**src/rtl/din_conditioner.sv**
```systemverilog
// din_conditioner: synchronise and debounce a raw async input for the D flip-flop bench.
// Optional macro DIN_COND_EDGE_CNT_EN adds a saturating rise-event counter (edge_cnt).
module din_conditioner #(
    parameter int SYNC_STAGES     = 2,
    parameter int DEBOUNCE_CYCLES = 4,
    parameter int CNT_W           = 8
) (
    input  logic             clk,
    input  logic             rst,
    input  logic             din,
    input  logic             en,
    output logic             d_clean,
    output logic             d_clean_n,
    output logic             rise,
    output logic             fall,
`ifdef DIN_COND_EDGE_CNT_EN
    output logic             stable,
    output logic [CNT_W-1:0] edge_cnt
`else
    output logic             stable
`endif
);

    typedef enum logic [1:0] {
        LOW     = 2'd0,
        WAIT_HI = 2'd1,
        HIGH    = 2'd2,
        WAIT_LO = 2'd3
    } state_t;

    localparam logic [CNT_W-1:0] CNT_LAST = CNT_W'(DEBOUNCE_CYCLES - 1);

    logic [SYNC_STAGES-1:0] sync_q;
    logic                   s;
    state_t                 state, state_nx;
    logic [CNT_W-1:0]       cnt, cnt_nx;
    logic                   d_nx, rise_nx, fall_nx;

    // Synchroniser chain; runs regardless of en.
    always_ff @(posedge clk or posedge rst) begin
        if (rst) begin
            sync_q <= '0;
        end else begin
            sync_q <= {sync_q[SYNC_STAGES-2:0], din};
        end
    end

    assign s = sync_q[SYNC_STAGES-1];

    // State, counter and registered outputs.
    always_ff @(posedge clk or posedge rst) begin
        if (rst) begin
            state   <= LOW;
            cnt     <= '0;
            d_clean <= 1'b0;
            rise    <= 1'b0;
            fall    <= 1'b0;
        end else begin
            state   <= state_nx;
            cnt     <= cnt_nx;
            d_clean <= d_nx;
            rise    <= rise_nx;
            fall    <= fall_nx;
        end
    end

    // Debounce next-state; en=0 holds state/count and suppresses pulses.
    always_comb begin
        state_nx = state;
        cnt_nx   = cnt;
        d_nx     = d_clean;
        rise_nx  = 1'b0;
        fall_nx  = 1'b0;
        if (en) begin
            unique case (state)
                LOW: begin
                    if (s) begin
                        state_nx = WAIT_HI;
                        cnt_nx   = CNT_W'(1);
                    end else begin
                        cnt_nx = '0;
                    end
                end
                WAIT_HI: begin
                    if (!s) begin
                        state_nx = LOW;
                        cnt_nx   = '0;
                    end else if (cnt == CNT_LAST) begin
                        state_nx = HIGH;
                        cnt_nx   = '0;
                        d_nx     = 1'b1;
                        rise_nx  = 1'b1;
                    end else begin
                        cnt_nx = cnt + CNT_W'(1);
                    end
                end
                HIGH: begin
                    if (!s) begin
                        state_nx = WAIT_LO;
                        cnt_nx   = CNT_W'(1);
                    end else begin
                        cnt_nx = '0;
                    end
                end
                WAIT_LO: begin
                    if (s) begin
                        state_nx = HIGH;
                        cnt_nx   = '0;
                    end else if (cnt == CNT_LAST) begin
                        state_nx = LOW;
                        cnt_nx   = '0;
                        d_nx     = 1'b0;
                        fall_nx  = 1'b1;
                    end else begin
                        cnt_nx = cnt + CNT_W'(1);
                    end
                end
                default: begin
                    state_nx = LOW;
                    cnt_nx   = '0;
                end
            endcase
        end
    end

    assign d_clean_n = ~d_clean;
    assign stable    = (state == LOW) || (state == HIGH);

`ifdef DIN_COND_EDGE_CNT_EN
    // Count rise pulses the cycle after they occur, saturating at all-ones.
    always_ff @(posedge clk or posedge rst) begin
        if (rst) begin
            edge_cnt <= '0;
        end else if (rise && (edge_cnt != '1)) begin
            edge_cnt <= edge_cnt + CNT_W'(1);
        end
    end
`endif

endmodule

```
**config.mk**
```make
export PLATFORM = sky130hd
export DESIGN_NAME = din_conditioner
export DESIGN_NICKNAME = d
export VERILOG_FILES = /design/src/rtl/din_conditioner.sv
export SDC_FILE = /design/constraint.sdc
export NUM_CORES = 1
export LEC_CHECK = 0
export CAP_MARGIN = 20
export CORE_MARGIN = 8
export CORE_UTILIZATION = 51
export DETAILED_ROUTE_END_ITERATION = 16
export PLACE_DENSITY = 0.74
export SLEW_MARGIN = 20
export SYNTH_ARGS = -nofsm -noshare
export SYNTH_HDL_FRONTEND = slang
export SYNTH_SLANG_ARGS = --single-unit
```
**constraint.sdc**
```tcl
create_clock -name clk -period 1.99 [get_ports clk]
set_input_delay 0.2985 -clock clk [delete_from_list [all_inputs] [get_ports clk]]
set_output_delay 0.2985 -clock clk [all_outputs]
set_load 0.01 [all_outputs]
```
# [Word-level counts from Yosys, hierarchy flattened]
# Index checks and enable logic that the tools add are counted.
[op_classes] reduce_logical=5 addsub=1 muxes=25 eq_ne=12 bitwise_logic=1
[ops] operator="8-bit one-hot mux with 4 select lines" n=1
[ops] operator="8-bit two-way mux" n=3
[ops] operator="1-bit two-way mux" n=13
[ops] operator="2-bit two-way mux" n=6
[ops] operator="2-bit inequality test, second input constant" n=6
[ops] operator="8-bit by 1-bit adder with 8-bit output, second input constant" n=1
[ops] operator="8-bit by 2-bit == test with 1-bit output, second input constant" n=1
[ops] operator="2-bit one-hot mux with 4 select lines" n=1
[ops] operator="3-bit inequality test, second input constant" n=2
[ops] operator="6-bit AND reduction" n=1
[ops] operator="5-bit AND reduction" n=1
[ops] operator="2-bit == test, second input constant" n=2
[ops] operator="2-bit by 1-bit == test with 1-bit output, second input constant" n=1
[ops] operator="2-bit zero test" n=1
[ops] operator="1-bit one-hot mux with 2 select lines" n=1
[ops] operator="2-bit nonzero test" n=1
[ops] operator="1-bit logical OR" n=1
[ops] operator="1-bit inverter" n=1
[word_totals] output_inout_bits=5 register_bits=15 elab_cells=50 input_bits=4

# [Logic depth before layout (Yosys ltp)]
# Gate-level depths: netlist of run 1.
[logic_depth] word_depth=5 ltp_mapped=4 mapped_depth_nobuf=4

# [Least setup slack after synthesis of run 1]
# Ideal clock, no wire load.
[synth_timing] kind="reg-to-reg" start="reg cnt[0]" end="reg cnt[5]" path_buffers=0 stages_incl_launch_ff=5 t_arrival_ps=1449 required_time_ps=1846 setup_slack_ps=398 setup_time_ps=144 path_cell_list="dfrtp_1 ha_1 or4b_4 o211ai_4 a22oi_1"
[synth_via] elab_chain_len=4 elab_cells_between_ends=6
[synth_lines] item="start, declared" line_no="36" source="logic [CNT_W-1:0] cnt, cnt_nx;"
[synth_lines] item="start signal, assigned" line_no="60" source="cnt <= cnt_nx;"
[synth_lines] item="8-bit by 1-bit adder with 8-bit output / 8-bit by 2-bit == test with 1-bit output (equally long branches)"
[synth_lines] item="8-bit two-way mux *" line_no="88, 109"
[synth_lines] item="8-bit two-way mux, on equally long branches" line_no="106, 85"
[synth_lines] item="8-bit one-hot mux with 4 select lines *" line_no="75" source="unique case (state)"
# Mark *: on every way between the ends. The rest lies on a longest branch, timed or not.
# A chain may end at the register's enable or synchronous reset.

==> metrics.txt, run 1 <==
Core Area=1320 µm²; crit path max fanout=6; area fraction in compound gates after synthesis=between 10% and 20%; Max-slew headroom=approximately 63%; Int Pwr=~0.00054 W; Synth cell types=24; largest net degree at the start of global routing=18; register share of total power=around half; final instance area=approximately 850 µm²; Fin. Hold Viols=0; vias in the first global route=523; Sw Ratio=about a third; Post-Synth Simple-Gate Area=between 10% and 20%; Async S/R FF share, synth=100%; crit path launch type=flop; main flop type after synthesis=dfrtp_1; initial core utilization=between 50% and 60%; Die X=around 54 µm; Max Slew Vio Count=0; worst-margin pin slew=between 500 and 600 ps; share of layout cells above drive strength 1=between 10% and 20%; synth top area cells=dfrtp_1, xor2_1, nand4_1, or3_1, a22oi_1; most frequent cell after synthesis=dfrtp_1; Tcrit/Tclk final=about nine tenths; Max stage delay on crit path=between 400 and 500 ps; LEAKAGE=a little under 0.4 nW; GPL Wtd Cong=between 0.8 and 0.9; gr ovfl total=0; Post-CTS Resized=0; DR pass1 iterations=4; xor-xnor portion of the synthesized cell area=between 4 and 5%; post-synthesis mux area share=under 10%; CTS Buf Count=3; syn_nets=between 60 and 70; post-route minimum period=1770 ps; sequential-to-total area share from yosys stat=about 52%; fmax=565 MHz; cell count of the worst reg-to-reg path=4; Area growth syn-to-layout=17.3%; Sw Pwr=approximately 0.00029 W; die area=just under 3000 µm²; ANT cells=0; Critical Path RT=2160 ps; die height=around 54 µm; worst r2r src=cnt[0]$_DFFE_PP0P_; Layout Cells excl Fill=90; Port Buf Inserts=8; CTS tree=done; DR WL/cell=around 15 µm; CP Capture Type=flop; CP cell instances=ha_1 > nor4b_2 > nand4_1 > mux2_2; post-CTS setup buffers=0; clk_lat worst skew=about 270 ps; Hold Worst Slack=359 ps; register clock-pin slew on the reported worst setup and hold paths=roughly 90 ps; first-pass GRT wire length=between 2000 and 2500 µm; unrepaired setup endpoints after global routing=no; reg2reg setup slack=220 ps; post-DR vias/cell=roughly 6.0; cell count after placement=86; TNS Setup=0 ps; Yosys top cell by area=dfrtp_1; Clock Skew=between 0.9 and 1 ps; synthesized instance count=64; most frequent cells after synthesis=dfrtp_1, nand4_1; CTS Buffer Depth=2; placed instance area=822 µm²; HPWL Detailed=between 900 and 1000 µm; Clock Sink Count=15; synthesized flop and latch total=15; number of enable flip-flop cells after synthesis=0; hold-fix buffers at CTS=0; Top Ports=9; Clock Tree Root=clkbuf_4; largest family of logic cells by synthesized area=compound AO/OA/AOI/OAI gates; combinational share of power=between 20% and 30%; crit path kind=flop to flop; Ys Warns=0; Max Cap Viol=0; Synth top area share=between 50% and 60%; # setup viols final=0; Avg Cell Area, Syn=approximately 11 µm²; status=completed; DRT Wirelength=roughly 1400 µm; worst vdd ir=about 0.52 mV; Mapped Area=approximately 720 µm²; pwr dens=between 900 and 1000 nW/µm²; drt drc=0; initial antenna violation count=0; Rows=13; via count=543; crit path DAT=~1900 ps; CP max-delay cell=dfrtp_1; adder-cell share of the synthesized area=~1.7%; Layout Nets=81; Clock Power Share=between 20% and 30%; htree depth=1; Antenna Nets Post-Route=0; number of DRC markers in iteration 0=25; worst hold path class=primary input to async pin; Total GRT Usage=between 10% and 20%
layout by cell type (no fill, tap or decap), drive strengths merged, types with 2 or more instances in the layout:
master         Yosys  final
dfrtp             15     15
clkdlybuf4s50      0      8
nand4              5      5
inv                4      4
or3                4      4
xor2               4      4
a21oi              4      4
o21ai              4      4
nand2              3      3
a22oi              3      3
clkbuf             1      3
o311ai             2      2
nor3               2      2
a21o               2      2
mux2i              2      2
flip-flops by register name, indices dropped and copies added, names as in the netlist, named ones only:
signal,count
sync_q,2
fall,1
cnt,8
rise,1
d_clean,1
state,1
metal layers:
metal | track usage, % | vias to the layer above | wire (µm)
met5 | 0 | - | 0
met4 | 5.04 | 0 | 11
met3 | 2.48 | 2 | 65
met2 | 16.0 | 13 | 652
met1 | 13.6 | 263 | 656
li1 | - | 265 | -
power groups by stage:
stage               clock (W)  sequential, W  combinational [W]
finish               0.000170       0.000420           0.000232
detailed placement          0       0.000422           0.000233
global placement            0       0.000415           0.000227
CTS                  0.000179       0.000418           0.000235
global route         0.000191       0.000428           0.000257
floorplan                   0       0.000406           0.000175
critical path, delay by kind of cell, from the launching register on:
family	cells	cell delay [ps]
flops	1	450
simple gates	2	610
mux	1	330
fa+ha+maj	1	260
cell type report:
class                      count  area, µm²
fill                         109        468
inverter                       4       15.0
multi-input combinational     43        325
sequential                    15        375
clock buffer                   3       22.5
clock inverter                 1       5.00
timing repair buffer           9       87.6
tap                           15       18.8
stage by stage:
step | power, W | utilization (%) | setup WS (ps)
detailed placement | 0.000655 | 62.4 | 257
global route | 0.000877 | 64.5 | 104
finish | 0.000822 | 64.5 | 221
floorplan | 0.000581 | - | 398
global placement | 0.000642 | 62.4 | 334
CTS | 0.000832 | 64.5 | 227
worst max path at each step:
stage	from	endpoint	slack [ps]	cells after the start
after global routing	cnt[0]$_DFFE_PP0P_	cnt[6]$_DFFE_PP0P_	100	4
after global placement	cnt[0]$_DFFE_PP0P_	cnt[5]$_DFFE_PP0P_	330	4
after floorplan	cnt[0]$_DFFE_PP0P_	cnt[5]$_DFFE_PP0P_	400	4
after CTS	cnt[0]$_DFFE_PP0P_	cnt[5]$_DFFE_PP0P_	230	4
after detailed placement	cnt[0]$_DFFE_PP0P_	cnt[5]$_DFFE_PP0P_	260	4
final	cnt[0]$_DFFE_PP0P_	flop	220	4
kinds of logic after synthesis:
family / Yosys count
muxes: 3
buffers and inverters: 6
DFF: 15
AOI/OAI and AO/OA: 18
and+or+nand+nor: 17
xor gates and xnor gates: 4
adders and majority gates: 1
No activity file was read; power rests on OpenSTA's default activity.
==> inputs of run 2 (changes only) <==
Clock period 1.99 ns to 1.7 ns, I/O delays scaled along.
==> run 2 against run 1 <==
Worst hold slack got worse by 59 ps. Clock power up 24%. Via count increased by 5.9%. Cell count rose by 5.6%. Non-clock buffer count grew 5. Cell area increased by 5.2%. Flip-flop and latch count unchanged. Fmax grew 10%.
==> metrics.txt, run 2 (synthesis gave the netlist of run 1 again) <==
HPWL Detailed=1030 µm; Multi-input gate area=328 µm²; CTS Buffer Depth=2; final instance area=893 µm²; first-pass GRT wire length=approximately 2700 µm; gr ovfl total=0; crit path launch type=flop; number of DRC markers in iteration 0=19; Antenna Nets Post-Route=0; DR WL/cell=~15 µm; initial core utilization=55.0%; CTS Buf Count=3; share of layout cells above drive strength 1=about a fifth; Clock Power Share=between 20% and 30%; Clock Skew=2.54 ps; largest net degree at the start of global routing=16; commonest non-fill, non-tap cells in the layout=dfrtp_1, clkdlybuf4s50_1, buf_4; Layout Nets=between 80 and 90; crit path kind=flop to flop; Die X=53.7 µm; Max Slew Vio Count=0; initial antenna violation count=0; LEAKAGE=between 0.4 and 0.5 nW; Sw Pwr=approximately 0.00036 W; worst hold path class=primary input to async pin; Tcrit/Tclk final=94.4%; drt drc=0; CP Capture Type=flop; final worst slack=~95 ps; commonest non-fill, non-tap cell in the layout=dfrtp_1; clk_lat worst skew=290 ps; status=completed; crit path DAT=1770 ps; worst vdd ir=approximately 0.7 mV; worst-margin pin slew=around 550 ps; htree depth=1; Port Buf Inserts=8; Setup WS pre-CTS=93.9 ps; CTS tree=done; Sw Ratio=between 30% and 40%; register share of total power=a little under half; Max-slew headroom=a little over three fifths; Total GRT Usage=around 13%; cell count after placement=91; fmax=623 MHz; Regs by FF count=cnt (8), sync_q (2); pwr dens=between 1000 and 1500 nW/µm²; combinational share of power=between 30% and 40%; GPL Wtd Cong=just under 0.8; post-route minimum period=approximately 1600 ps; via count=575; Area growth syn-to-layout=23.3%; Top Ports=9; Reg area=approximately 380 µm²; # setup viols final=0; unrepaired setup endpoints after global routing=yes; die height=53.7 µm; final core utilization=67.8%; FILL cells=between 90 and 100; Largest register FFs=8; Int Pwr=about 0.00067 W; Max Cap Viol=0; die area=around 2900 µm²; Layout Cells excl Fill=95; post-DR vias/cell=6.05; Clock Tree Root=clkbuf_4; DR pass1 iterations=4; ANT cells=0; placed instance area=860 µm²; crit path max fanout=7; Critical Path RT=about 1900 ps; Rows=13; Top reg by flops=cnt; Fin. Hold Viols=0; vias in the first global route=574; Hold Worst Slack=301 ps; DRT Wirelength=1450 µm; register clock-pin slew on the reported worst setup and hold paths=around 100 ps; Core Area=1320 µm²; Clock Sink Count=15
-- run 2: cell types whose count changed in the layout (fill, tap and decap cells not counted), sizes merged --
cell | before | now
buf | 1 | 6
clkdlybuf4s50 | 8 | 7
dlymetal6s2s | 0 | 1
-- run 2: power groups by stage --
stage                     clock [W]  sequential (W)  combinational [W]
after global routing       0.000234        0.000488           0.000378
final                      0.000211        0.000474           0.000338
after detailed placement          0        0.000478           0.000335
after global placement            0        0.000475           0.000326
after CTS                  0.000212        0.000472           0.000338
after floorplan                   0        0.000475           0.000205
-- run 2: through the flow --
stage / TNS, ps / total power [W]
detailed placement: 0 / 0.000813
global route: -14.0 / 0.00110
global placement: 0 / 0.000801
floorplan: 0 / 0.000680
finish: 0 / 0.00102
CTS: 0 / 0.00102
-- run 2: cell type report --
| cell class | count | area share (%) |
|---|---|---|
| flip-flops and latches | 15 | 42.2 |
| multi-input cells | 43 | 36.7 |
| repair buffers | 14 | 14.3 |
| clock buffers | 3 | 2.52 |
| well taps | 15 | 2.10 |
| inverters | 4 | 1.68 |
| clock inverters | 1 | 0.560 |
-- run 2: worst max-delay path: stages, from the launching register on --
cell	delay [ps]
dfrtp_1	400
ha_2	210
or4b_4	480
o211ai_4	260
a22oi_1	130
-- run 2: per-layer routing --
layer  wire [µm]  vias up  GRT usage [%]
li1            -      275              -
met1         684      284           16.8
met2         656       12           18.1
met3          80        4           4.41
met4          27        0           5.46
met5           0        -              0
-- run 2: final timing paths --
kind                                      from              endpoint  slack [ps]  depth (start not counted)
setup / recovery            cnt[0]$_DFFE_PP0P_    cnt[7]$_DFFE_PP0P_          90                          4
hold / removal                             rst    cnt[2]$_DFFE_PP0P_         300                          2
setup reg to reg            cnt[0]$_DFFE_PP0P_    cnt[7]$_DFFE_PP0P_          90                          4
hold reg to reg            sync_q[0]$_DFF_PP0_   sync_q[1]$_DFF_PP0_         360                          0
max in group asynchronous                  rst  state[0]$_DFFE_PP0P_        1010                          2
min in group clk           sync_q[0]$_DFF_PP0_   sync_q[1]$_DFF_PP0_         360                          0
-- run 2: repair_timing --
| item | in CTS | in global routing |
|---|---|---|
| resized for setup | 0 | 3 |
| hold buffers | 0 | 0 |
| endpoints found under the hold margin | 0 | 0 |
| buffers inserted | 0 | 0 |
| setup endpoints to repair | 0 | 6 |
